[src/rtl/uart_tx.sv]
// UART transmitter: start bit, 8 data bits LSB first, optional even parity, one stop bit.
// The serial line, busy flag and done pulse all come straight from flops.
module uart_tx #(
  parameter int unsigned CLKS_PER_BIT = 434,
  parameter bit          PARITY_EN    = 1'b0
) (
  input  logic       clk,
  input  logic       reset,
  input  logic       tx_start,
  input  logic [7:0] tx_data,
  output logic       SerialDataOut,
  output logic       tx_busy,
  output logic       tx_done
);

  localparam int unsigned CNT_W  = 16;
  localparam int unsigned IDX_W  = 3;
  localparam int unsigned DATA_W = 8;

  localparam logic [CNT_W-1:0] CNT_LAST = CNT_W'(CLKS_PER_BIT - 1);
  localparam logic [IDX_W-1:0] IDX_LAST = IDX_W'(DATA_W - 1);

  typedef enum logic [2:0] {
    IDLE   = 3'd0,
    START  = 3'd1,
    DATA   = 3'd2,
    PARITY = 3'd3,
    STOP   = 3'd4
  } state_t;

  state_t              state_q, state_d;
  logic [CNT_W-1:0]    cnt_q, cnt_d;
  logic [IDX_W-1:0]    idx_q, idx_d;
  logic [DATA_W-1:0]   shreg_q, shreg_d;
  logic                par_q, par_d;
  logic                line_q, line_d;
  logic                busy_q, busy_d;
  logic                done_q, done_d;

  logic                bit_end;
  logic [CNT_W-1:0]    cnt_next;

  // Bit boundary: the current line value has been held for a full bit period.
  assign bit_end  = (cnt_q == CNT_LAST);
  assign cnt_next = bit_end ? '0 : cnt_q + 16'd1;

  // Registers, with synchronous active-low reset.
  always_ff @(posedge clk) begin
    if (!reset) begin
      state_q <= IDLE;
      cnt_q   <= '0;
      idx_q   <= '0;
      shreg_q <= '0;
      par_q   <= 1'b0;
      line_q  <= 1'b1;
      busy_q  <= 1'b0;
      done_q  <= 1'b0;
    end else begin
      state_q <= state_d;
      cnt_q   <= cnt_d;
      idx_q   <= idx_d;
      shreg_q <= shreg_d;
      par_q   <= par_d;
      line_q  <= line_d;
      busy_q  <= busy_d;
      done_q  <= done_d;
    end
  end

  // Next state and next (registered) output values.
  always_comb begin
    state_d = state_q;
    cnt_d   = cnt_q;
    idx_d   = idx_q;
    shreg_d = shreg_q;
    par_d   = par_q;
    line_d  = line_q;
    busy_d  = busy_q;
    done_d  = 1'b0;

    case (state_q)
      IDLE: begin
        cnt_d  = '0;
        idx_d  = '0;
        line_d = 1'b1;
        busy_d = 1'b0;
        if (tx_start) begin
          state_d = START;
          shreg_d = tx_data;
          par_d   = ^tx_data;
          line_d  = 1'b0;
          busy_d  = 1'b1;
        end
      end

      START: begin
        cnt_d = cnt_next;
        if (bit_end) begin
          state_d = DATA;
          line_d  = shreg_q[0];
        end
      end

      DATA: begin
        cnt_d = cnt_next;
        if (bit_end) begin
          if (idx_q == IDX_LAST) begin
            idx_d = '0;
            if (PARITY_EN) begin
              state_d = PARITY;
              line_d  = par_q;
            end else begin
              state_d = STOP;
              line_d  = 1'b1;
            end
          end else begin
            idx_d   = idx_q + 3'd1;
            shreg_d = {1'b0, shreg_q[DATA_W-1:1]};
            line_d  = shreg_q[1];
          end
        end
      end

      PARITY: begin
        cnt_d = cnt_next;
        if (bit_end) begin
          state_d = STOP;
          line_d  = 1'b1;
        end
      end

      STOP: begin
        cnt_d = cnt_next;
        if (bit_end) begin
          state_d = IDLE;
          cnt_d   = '0;
          line_d  = 1'b1;
          busy_d  = 1'b0;
          done_d  = 1'b1;
        end
      end

      // Illegal encodings fall back to the reset picture.
      default: begin
        state_d = IDLE;
        cnt_d   = '0;
        idx_d   = '0;
        shreg_d = '0;
        par_d   = 1'b0;
        line_d  = 1'b1;
        busy_d  = 1'b0;
        done_d  = 1'b0;
      end
    endcase
  end

  assign SerialDataOut = line_q;
  assign tx_busy       = busy_q;
  assign tx_done       = done_q;

endmodule

[config.mk]
export PLATFORM = sky130hd
export DESIGN_NAME = uart_tx
export DESIGN_NICKNAME = d
export VERILOG_FILES = /design/src/rtl/uart_tx.sv
export SDC_FILE = /design/constraint.sdc
export NUM_CORES = 1
export LEC_CHECK = 0
export CORE_ASPECT_RATIO = 0.6
export CORE_MARGIN = 3
export CORE_UTILIZATION = 40
export DETAILED_ROUTE_END_ITERATION = 12
export SLEW_MARGIN = 10
export SYNTH_ARGS = -nofsm -noshare
export SYNTH_HDL_FRONTEND = slang
export SYNTH_SLANG_ARGS = --single-unit
[constraint.sdc]
create_clock -name clk -period 1.55 [get_ports clk]
set_input_delay 0.31 -clock clk [delete_from_list [all_inputs] [get_ports clk]]
set_output_delay 0.31 -clock clk [all_outputs]
set_load 0.01 [all_outputs]
==> out/metrics.csv, run 1 <==
metric,value,unit
Die Wd,89.3,µm
I/O Buffers,13,
biggest area consumer among synthesized cells,dfxtp_1,
failing checks,setup timing,
All-Layer GR Usage,0.163,
WP data required,1750,ps
Critical Path Start,cnt_q[1],
Die Ht,56,µm
via count of the routed design,1408,
CP top delay family,simple AND/OR/NAND/NOR gates,
Min Hold Slack,458,ps
"Slowest-stage cell, CP",dfxtp_2,
DR pass1 iterations,4,
CTS Sinks,33,
RR Endpoint,shreg_q[1],
DIE AREA,5000,µm²
dominant cells by area after synthesis,"dfxtp_1 (40%), mux2i_1 (6.6%), nor2_1 (5.4%)",
startpoint class of the critical path,register,
run status,"complete, but fails checks",
FF-to-FF path depth,7,
max cap viols,0,
Root Driver,clkbuf_8,
core area,3830,µm²
fin crit period,1620,ps
worst hold path endpoint,shreg_q[6],
PnR worst setup slack,-66.7,ps
Antenna Nets Post-Route,0,
"Setup violations, final",13,
cell count after synthesis,184,
FF+latch area,663,µm²
CP endpoint kind,register,
R2R Setup Slk,-70,ps
routed length per instance,13.2,µm
Hold Crit Start,shreg_q[6],
initial antenna violation count,0,
crit-path cells,"inv_2, ha_4, nor4b_4, nand4_4, o21bai_4, buf_12, mux2i_1",
htree depth,2,
CP max stage delay,320,ps
Crit path arrival time,1810,ps
CP max FO,7,
Cell variety after synth,43,
first-pass GRT wire length,6280,µm
Slew @ Worst Pin,379,ps
total wire length,3650,µm
CTS tree,built,
Final Hold Violating Endpoints,0,
HP Class,register to register,
diode count,0,
Clock transition at path regs,60,ps
"commonest non-fill, non-tap cell in the layout",buf_4,
Min-Delay Path Depth,2,
GPL Wtd Cong,0.830,
vias in the first global route,1331,
synth warn,0,
# DRC,0,
area occupied by multi-input gates,1030,µm²
Synth top area share,0.396,
Buffers & Inverters on Critical Path,2,
fraction of layout instances using a drive strength above 1,0.287,
CTS Hold Bufs,0,
PD cells,749,nW/µm²
largest net degree at the start of global routing,17,
Top Ports,14,
unrepaired setup endpoints after global routing,true,
num rows,17,
fill count,331,
achievable frequency,619,MHz
later-pin clock latency in the skew report,270,ps
"commonest non-fill, non-tap cells in the layout","buf_4 (32), dfxtp_1 (31), nor2_1 (22)",
Final Power,0.00170,W
Setup Skew,3.53,ps
DRT iter0 DRCs,90,
combined area of all synthesized cells,1670,µm²
"Seq/Total Area, Yosys",0.396,
DR vias/cell,5.08,
Crit Reg-Reg Startpoint,cnt_q[1],
Leak,0.829,nW
Initial Utilization,0.435,
P&R area growth vs syn,36.0,%
total gr overflow,0,
Max Buffers Root-to-Sink,2,
final instance area,2270,µm²
Tcrit/Tclk final,1.04,
Syn Area/Cell,9.06,µm²
CTS Buf Count,5,
dpl cell area,2080,µm²
Yosys reg bits,33,
Final #Nets,245,
Slew headroom,0.746,
Detail Placement HPWL,2760,µm
critical path class,register to register,
VDD IR max,0.326,mV
total nets after synthesis,199,
Pins Over Slew Limit,0,
## worst register-to-register path, delay by kind of cell (launching register included)
kind	cells	cell delay [ps]
adder cells (fa/ha/maj)	1	110
buffers and inverters	2	200
AO/OA/AOI/OAI	1	200
AND/OR/NAND/NOR	2	500
flip-flops	1	320
multiplexers	1	210
## logic make-up after synthesis
family	Yosys count	synth area share
AOI/OAI and AO/OA	16	0.0713
muxes	17	0.107
buffers and inverters	15	0.0458
DFF	33	0.396
adders and majority gates	4	0.0300
and+or+nand+nor	85	0.276
xor gates and xnor gates	14	0.0736
## per-layer routing
metal,wire (µm),part of all wire,up-vias,track usage
met5,0,0,-,0
met2,1520,0.41,26,0.222
met4,44,0.012,0,0.0382
met1,1920,0.53,644,0.242
met3,168,0.046,7,0.0533
li1,-,-,731,-
## timing repair
item,in CTS,in global routing
gates resized for setup,14,4
pin swaps,7,8
setup endpoints to repair,28,30
buffers inserted,2,0
## report_power, final
group          switching (W)  total [W]  internal (W)
Clock               0.000286   0.000638      0.000352
Combinational      0.0000804   0.000181      0.000101
Sequential         0.0000109   0.000879      0.000868
Total               0.000377    0.00170       0.00132
## flip-flops by register name (all words and copies together), names as in the netlist
register,count
state_q,3
idx_q,3
SerialDataOut,1
tx_busy,1
cnt_q,16
tx_done,1
shreg_q,8
## worst max path at each step
stage                 end  slack [ps]  cells past startpoint
2_1_floorplan  state_q[1]         0.9                      7
3_3_place_gp   shreg_q[2]        -360                      6
3_5_place_dp   shreg_q[1]        -450                      6
4_1_cts        shreg_q[1]         -80                      7
5_1_grt          idx_q[1]        -130                      6
6_report       shreg_q[1]         -70                      7
## synth_stat cells (all sizes together)
cell type	n
nand4	8
o2bb2ai	2
a21oi	2
a2111oi	1
nor2b	3
o22ai	1
xor2	4
or3b	1
clkbuf	3
nand3b	1
mux2	6
and3	1
o21bai	1
mux2i	11
ha	4
a31o	1
inv	7
o211ai	1
nor4	5
dfxtp	33
nor2	25
nor3	3
and2	1
nor4b	2
o21ai	3
nand3	11
a21o	1
xnor2	10
nand2	19
o31ai	1
o311a	1
or4b	1
buf	5
a31oi	1
nand2b	3
and4	1
## stage by stage
stage / cells / utilization / setup slack (ps) / setup TNS (ps)
final: 277 / 0.592 / -66.7 / -352
after global routing: 277 / 0.592 / -128 / -2310
after CTS: 277 / 0.587 / -80.5 / -325
after detailed placement: 268 / 0.542 / -453 / -5220
after global placement: 268 / 0.542 / -363 / -4460
after floorplan: 184 / - / 0.869 / 0
## cell type report
cell class / instances / share of cell area
clock buffers: 7 / 0.0381
inverters: 7 / 0.0116
multi-input cells: 136 / 0.455
flip-flops and latches: 33 / 0.292
well taps: 47 / 0.0259
repair buffers: 47 / 0.177
Note: power is estimated with default switching activity, not from simulation.
==> inputs of run 2 (changes only) <==
--- a/config.mk
+++ b/config.mk
@@ -9,6 +9,7 @@
 export CORE_MARGIN = 3
 export CORE_UTILIZATION = 40
 export DETAILED_ROUTE_END_ITERATION = 12
+export PLACE_DENSITY = 0.62
 export SLEW_MARGIN = 10
 export SYNTH_ARGS = -nofsm -noshare
 export SYNTH_HDL_FRONTEND = slang
==> run 2 against run 1 <==
Compared with the run above:
- the run still ends with setup timing left
- register-to-register slack hardly changed
- flip-flop and latch count is the same
- non-clock buffer count is 3 lower
- sequential share of layout area shrank 0.51 points
- worst hold slack gained 3.3 ps
- clock power grew 30%
- clock-buffer cell count did not move
- die area is the same
- worst setup slack improved by 2.6 ps
- final area is 1.8% higher
==> out/metrics.csv, run 2 (same netlist as run 1, synthesis figures left out) <==
metric,value,unit,change
critical path class,register to register,,unchanged
Clock transition at path regs,70,ps,was 60 ps
internal power,0.00150,W,was 0.00132 W
Antenna Nets Post-Route,0,,unchanged
Comb pwr share,0.101,,was 0.107
via count of the routed design,1439,,"was 1,408"
CP top delay family,compound AO/OA/AOI/OAI gates,,was simple AND/OR/NAND/NOR gates
Slew headroom,0.784,,was 0.746
initial antenna violation count,0,,unchanged
diode count,0,,unchanged
Final #Nets,243,,was 245
Final Power,0.00190,W,was 0.00170 W
crit-path cells,"inv_2, ha_4, nor4b_4, nand4_4, a2111oi_4, o2bb2ai_1",,"was inv_2, ha_4, nor4b_4, nand4_4, o21bai_4, buf_12, mux2i_1"
Leak,0.832,nW,was 0.829 nW
Setup Skew,6.91,ps,was 3.53 ps
P&R area growth vs syn,38.4,%,was 36.0%
Buffers & Inverters on Critical Path,1,,was 2
CTS Buf Count,5,,unchanged
Detail Placement HPWL,2800,µm,was 2760 µm
"Slowest-stage cell, CP",a2111oi_4,,was dfxtp_2
DRT iter0 DRCs,79,,was 90
"commonest non-fill, non-tap cell in the layout",dfxtp_1,,was buf_4
fill count,313,,was 331
run status,"complete, but fails checks",,unchanged
CTS tree,built,,unchanged
Slew @ Worst Pin,322,ps,was 379 ps
DIE AREA,5000,µm²,unchanged
PD cells,824,nW/µm²,was 749 nW/µm²
Die Ht,56,µm,unchanged
Tcrit/Tclk final,1.04,,about the same
Top Ports,14,,unchanged
GPL Wtd Cong,0.872,,was 0.830
largest net degree at the start of global routing,17,,unchanged
unrepaired setup endpoints after global routing,true,,unchanged
startpoint class of the critical path,register,,unchanged
Final Instance Count excl. Fillers,276,,was 277
sw frac,0.212,,was 0.222
Seq pwr share,0.463,,was 0.518
Min Hold Slack,461,ps,was 458 ps
Max Buffers Root-to-Sink,2,,unchanged
register with the most flip-flops,cnt_q,,unchanged
later-pin clock latency in the skew report,280,ps,was 270 ps
num rows,17,,unchanged
Largest regs,"cnt_q x16, shreg_q x8",,unchanged
CP endpoint kind,register,,unchanged
Inst Count DP,265,,was 268
I/O Buffers,13,,unchanged
Initial Utilization,0.435,,unchanged
fraction of layout instances using a drive strength above 1,0.288,,was 0.287
first-pass GRT wire length,6800,µm,was 6280 µm
DR vias/cell,5.21,,was 5.08
CTS Hold Bufs,0,,unchanged
Pins Over Slew Limit,0,,unchanged
Clk network pwr share,0.436,,was 0.375
PnR worst setup slack,-64.1,ps,was -66.7 ps
CTS Sinks,33,,unchanged
total gr overflow,0,,unchanged
routed length per instance,14.1,µm,was 13.2 µm
Die Wd,89.3,µm,unchanged
Root Driver,clkbuf_8,,unchanged
total wire length,3900,µm,was 3650 µm
HP Class,register to register,,unchanged
VDD IR max,0.417,mV,was 0.326 mV
Final Hold Violating Endpoints,0,,unchanged
failing checks,setup timing,,unchanged
CP max FO,6,,was 7
# DRC,0,,unchanged
Largest register FFs,16,,unchanged
Crit path arrival time,1830,ps,was 1810 ps
DR pass1 iterations,4,,unchanged
pre-CTS setup slack,-417,ps,was -453 ps
htree depth,2,,unchanged
post-route core utilization,0.603,,was 0.592
vias in the first global route,1514,,"was 1,331"
max cap viols,0,,unchanged
"Setup violations, final",19,,was 13
"commonest non-fill, non-tap cells in the layout","dfxtp_1 (31), buf_4 (28), nor2_1 (23)",,"was buf_4 (32), dfxtp_1 (31), nor2_1 (22)"
achievable frequency,620,MHz,was 619 MHz
fin crit period,1610,ps,was 1620 ps
CP max stage delay,390,ps,was 320 ps
All-Layer GR Usage,0.174,,was 0.163
core area,3830,µm²,unchanged
Psw,0.000403,W,was 0.000377 W
WP data required,1770,ps,was 1750 ps
run 2: per-stage QoR:
stage / instance area [µm²] / setup TNS (ps)
after floorplan: 1690 / 0
after global placement: 2050 / -3920
after detailed placement: 2050 / -4460
after CTS: 2280 / -190
after global routing: 2310 / -2540
final: 2310 / -579
run 2: worst paths after layout:
check | startpoint | endpoint | slack [ps] | cells past startpoint
setup reg to reg | cnt_q[1] | idx_q[0] | -60 | 6
hold reg to reg | shreg_q[6] | shreg_q[6] | 460 | 2
hold / removal | shreg_q[6] | shreg_q[6] | 460 | 2
setup / recovery | cnt_q[1] | idx_q[0] | -60 | 6
run 2: cell type report:
cell class,instances,area (µm²),area share
multi-input cells,137,1070,0.463
flip-flops and latches,33,663,0.287
clock inverters,1,30.0,0.0130
inverters,7,26.3,0.0114
repair buffers,44,375,0.163
well taps,47,58.8,0.0255
clock buffers,7,86.3,0.0374
run 2: power by group through the flow:
stage	clock, W	sequential (W)	combinational, W
after CTS	0.000850	0.000879	0.000186
final	0.000829	0.000879	0.000192
after global routing	0.000884	0.000880	0.000208
after detailed placement	0	0.000897	0.000167
after global placement	0	0.000896	0.000164
after floorplan	0	0.000898	0.0000895
run 2: metal layers:
layer / GRT usage / share of wire / up-vias
met1: 0.247 / 0.51 / 670
met2: 0.253 / 0.43 / 33
li1: - / - / 731
met3: 0.0503 / 0.056 / 5
met5: 0 / 0 / -
met4: 0.0510 / 0.011 / 0
run 2: tightest hold or removal path, cell delays in order, from the launching register on:
cell and delay, ps:
dfxtp_1 310, nand2_1 50, mux2i_1 50
run 2: repair_timing:
action                                  in CTS  in global routing
gates cloned                                 2                  0
pin swaps                                    6                  2
endpoints found under the setup margin      27                 31
setup buffers                                1                  0
gates resized for setup                     17                  6
==> inputs of run 3 (changes only) <==
--- a/config.mk
+++ b/config.mk
@@ -5,11 +5,14 @@
 export SDC_FILE = /design/constraint.sdc
 export NUM_CORES = 1
 export LEC_CHECK = 0
+export ABC_CLOCK_PERIOD_IN_PS = 1550
 export CORE_ASPECT_RATIO = 0.6
 export CORE_MARGIN = 3
 export CORE_UTILIZATION = 40
+export CTS_CLUSTER_DIAMETER = 80
 export DETAILED_ROUTE_END_ITERATION = 12
-export PLACE_DENSITY = 0.62
+export DONT_BUFFER_PORTS = 1
+export PLACE_DENSITY = 0.57
 export SLEW_MARGIN = 10
 export SYNTH_ARGS = -nofsm -noshare
 export SYNTH_HDL_FRONTEND = slang
==> run 3 against run 2 <==
Compared with the run above:
- the run still ends with setup timing left
- critical endpoint is now idx_q[2]
- flip-flop and latch count stayed put
- global-route usage decreased by 1.1 points
- worst hold slack worse by 290 ps
- combinational power decreased by 35%
- core utilization down 6.2 points
- sequential share of layout area rose by 3.3 points
- register-to-register slack lost 30 ps
- largest power group unchanged
==> out/metrics.csv, run 3 (same netlist as run 1, synthesis figures left out) <==
metric,value,unit,change
later-pin clock latency in the skew report,290,ps,was 280 ps
Top Ports,14,,unchanged
Largest regs,"cnt_q x16, shreg_q x8",,unchanged
pre-CTS setup slack,-100,ps,was -417 ps
Crit path arrival time,1870,ps,was 1830 ps
Root Driver,clkbuf_8,,unchanged
Slew @ Worst Pin,343,ps,was 322 ps
Final #Nets,228,,was 243
unrepaired setup endpoints after global routing,true,,unchanged
HP Class,input port to register,,was register to register
WP data required,1770,ps,about the same
CP max FO,4,,was 6
vias in the first global route,1281,,"was 1,514"
final instance area,2070,µm²,was 2310 µm²
CTS Sinks,33,,unchanged
largest net degree at the start of global routing,17,,unchanged
Detail Placement HPWL,2730,µm,was 2800 µm
internal power,0.00124,W,was 0.00150 W
Largest register FFs,16,,unchanged
num rows,17,,unchanged
CP endpoint kind,register,,unchanged
GPL Wtd Cong,0.830,,was 0.872
diode count,0,,unchanged
Clk network pwr share,0.386,,was 0.436
Clock transition at path regs,70,ps,about the same
CTS Buf Count,5,,unchanged
VDD IR max,0.312,mV,was 0.417 mV
All-Layer GR Usage,0.163,,was 0.174
run status,"complete, but fails checks",,unchanged
initial antenna violation count,0,,unchanged
Initial Utilization,0.435,,unchanged
TNS Setup,-492,ps,was -579 ps
Tcrit/Tclk final,1.06,,was 1.04
routed length per instance,14.6,µm,was 14.1 µm
Die Wd,89.3,µm,unchanged
critical path class,register to register,,unchanged
core area,3830,µm²,unchanged
DR vias/cell,5.44,,was 5.21
PD cells,793,nW/µm²,was 824 nW/µm²
Die Ht,56,µm,unchanged
DIE AREA,5000,µm²,unchanged
DRT iter0 DRCs,101,,was 79
achievable frequency,608,MHz,was 620 MHz
"commonest non-fill, non-tap cells in the layout","dfxtp_1 (31), buf_4 (28), nor2_1 (23)",,unchanged
sw frac,0.244,,was 0.212
"commonest non-fill, non-tap cell in the layout",dfxtp_1,,unchanged
Slew headroom,0.769,,was 0.784
total gr overflow,0,,unchanged
fraction of layout instances using a drive strength above 1,0.290,,was 0.288
total wire length,3800,µm,was 3900 µm
# DRC,0,,unchanged
I/O Buffers,0,,was 13
failing checks,setup timing,,unchanged
Pins Over Slew Limit,0,,unchanged
htree depth,2,,unchanged
first-pass GRT wire length,6150,µm,was 6800 µm
fin crit period,1650,ps,was 1610 ps
Leak,0.741,nW,was 0.832 nW
"Setup violations, final",13,,was 19
Final Hold Violating Endpoints,0,,unchanged
startpoint class of the critical path,register,,unchanged
CTS Hold Bufs,0,,unchanged
via count of the routed design,1420,,"was 1,439"
Antenna Nets Post-Route,0,,unchanged
Setup Skew,5.15,ps,was 6.91 ps
register with the most flip-flops,cnt_q,,unchanged
Max Buffers Root-to-Sink,2,,unchanged
Seq pwr share,0.538,,was 0.463
PnR worst setup slack,-95.7,ps,was -64.1 ps
Psw,0.000401,W,was 0.000403 W
DR pass1 iterations,4,,unchanged
P&R area growth vs syn,24.2,%,was 38.4%
max cap viols,0,,unchanged
CTS tree,built,,unchanged
Comb pwr share,0.076,,was 0.101
dpl cell area,1900,µm²,was 2050 µm²
[run 3: cell count changes in the layout (fill, tap and decap cells not counted), sizes merged]
cell,change
buf,-2
dlygate4sd2,-1
clkbuf,-1
bufinv,-1
clkinv,+2
clkdlybuf4s50,-12
[run 3: worst paths after layout]
| check | startpoint | to | slack (ps) | cells past startpoint |
|---|---|---|---|---|
| max | cnt_q[1] | idx_q[2] | -100 | 8 |
| min | reset | shreg_q[6] | 170 | 2 |
| max reg2reg | cnt_q[1] | idx_q[2] | -100 | 8 |
| min reg2reg | shreg_q[1] | shreg_q[1] | 460 | 2 |
[run 3: power groups by stage]
| stage | sequential, W | combinational, W | clock [W] |
|---|---|---|---|
| 2_1_floorplan | 0.000898 | 0.0000895 | 0 |
| 3_3_place_gp | 0.000899 | 0.000112 | 0 |
| 3_5_place_dp | 0.000901 | 0.000115 | 0 |
| 4_1_cts | 0.000883 | 0.000120 | 0.000650 |
| 5_1_grt | 0.000884 | 0.000138 | 0.000687 |
| 6_report | 0.000882 | 0.000125 | 0.000633 |
[run 3: worst max-delay path, stage by stage (launching register included)]
cell	delay, ps
dfxtp_2	320
inv_2	50
ha_4	110
nor4b_4	270
nand4_4	160
buf_4	180
buf_4	160
nor2_4	130
mux2i_1	190
[run 3: metal layers]
metal / track usage / routed length, µm / up-vias
met1: 0.231 / 1900 / 670
met3: 0.0562 / 249 / 6
met4: 0.0637 / 47 / 0
li1: - / - / 705
met5: 0 / 0 / -
met2: 0.222 / 1600 / 39
[run 3: stage by stage]
stage / util / hold slack [ps] / total power [W] / cells
floorplan: - / 423 / 0.000987 / 184
global placement: 0.497 / 438 / 0.00101 / 251
detailed placement: 0.497 / 448 / 0.00102 / 251
CTS: 0.526 / 155 / 0.00165 / 259
global route: 0.541 / 160 / 0.00171 / 261
finish: 0.541 / 172 / 0.00164 / 261
[run 3: repair_timing]
| action | 4_1_cts | 5_1_grt |
|---|---|---|
| setup buffers | 0 | 1 |
| pin swaps | 4 | 4 |
| resized for setup | 7 | 8 |
| cloned | 0 | 1 |
| endpoints found under the setup margin | 27 | 31 |
[run 3: final cells by class]
type	instances	area (µm²)
Fill cell	348	1760
Clock buffer	6	72.6
Timing Repair Buffer	29	221
Inverter	7	26.3
Tap cell	47	58.8
Multi-Input combinational cell	137	1020
Sequential cell	33	663
Clock inverter	2	10.0
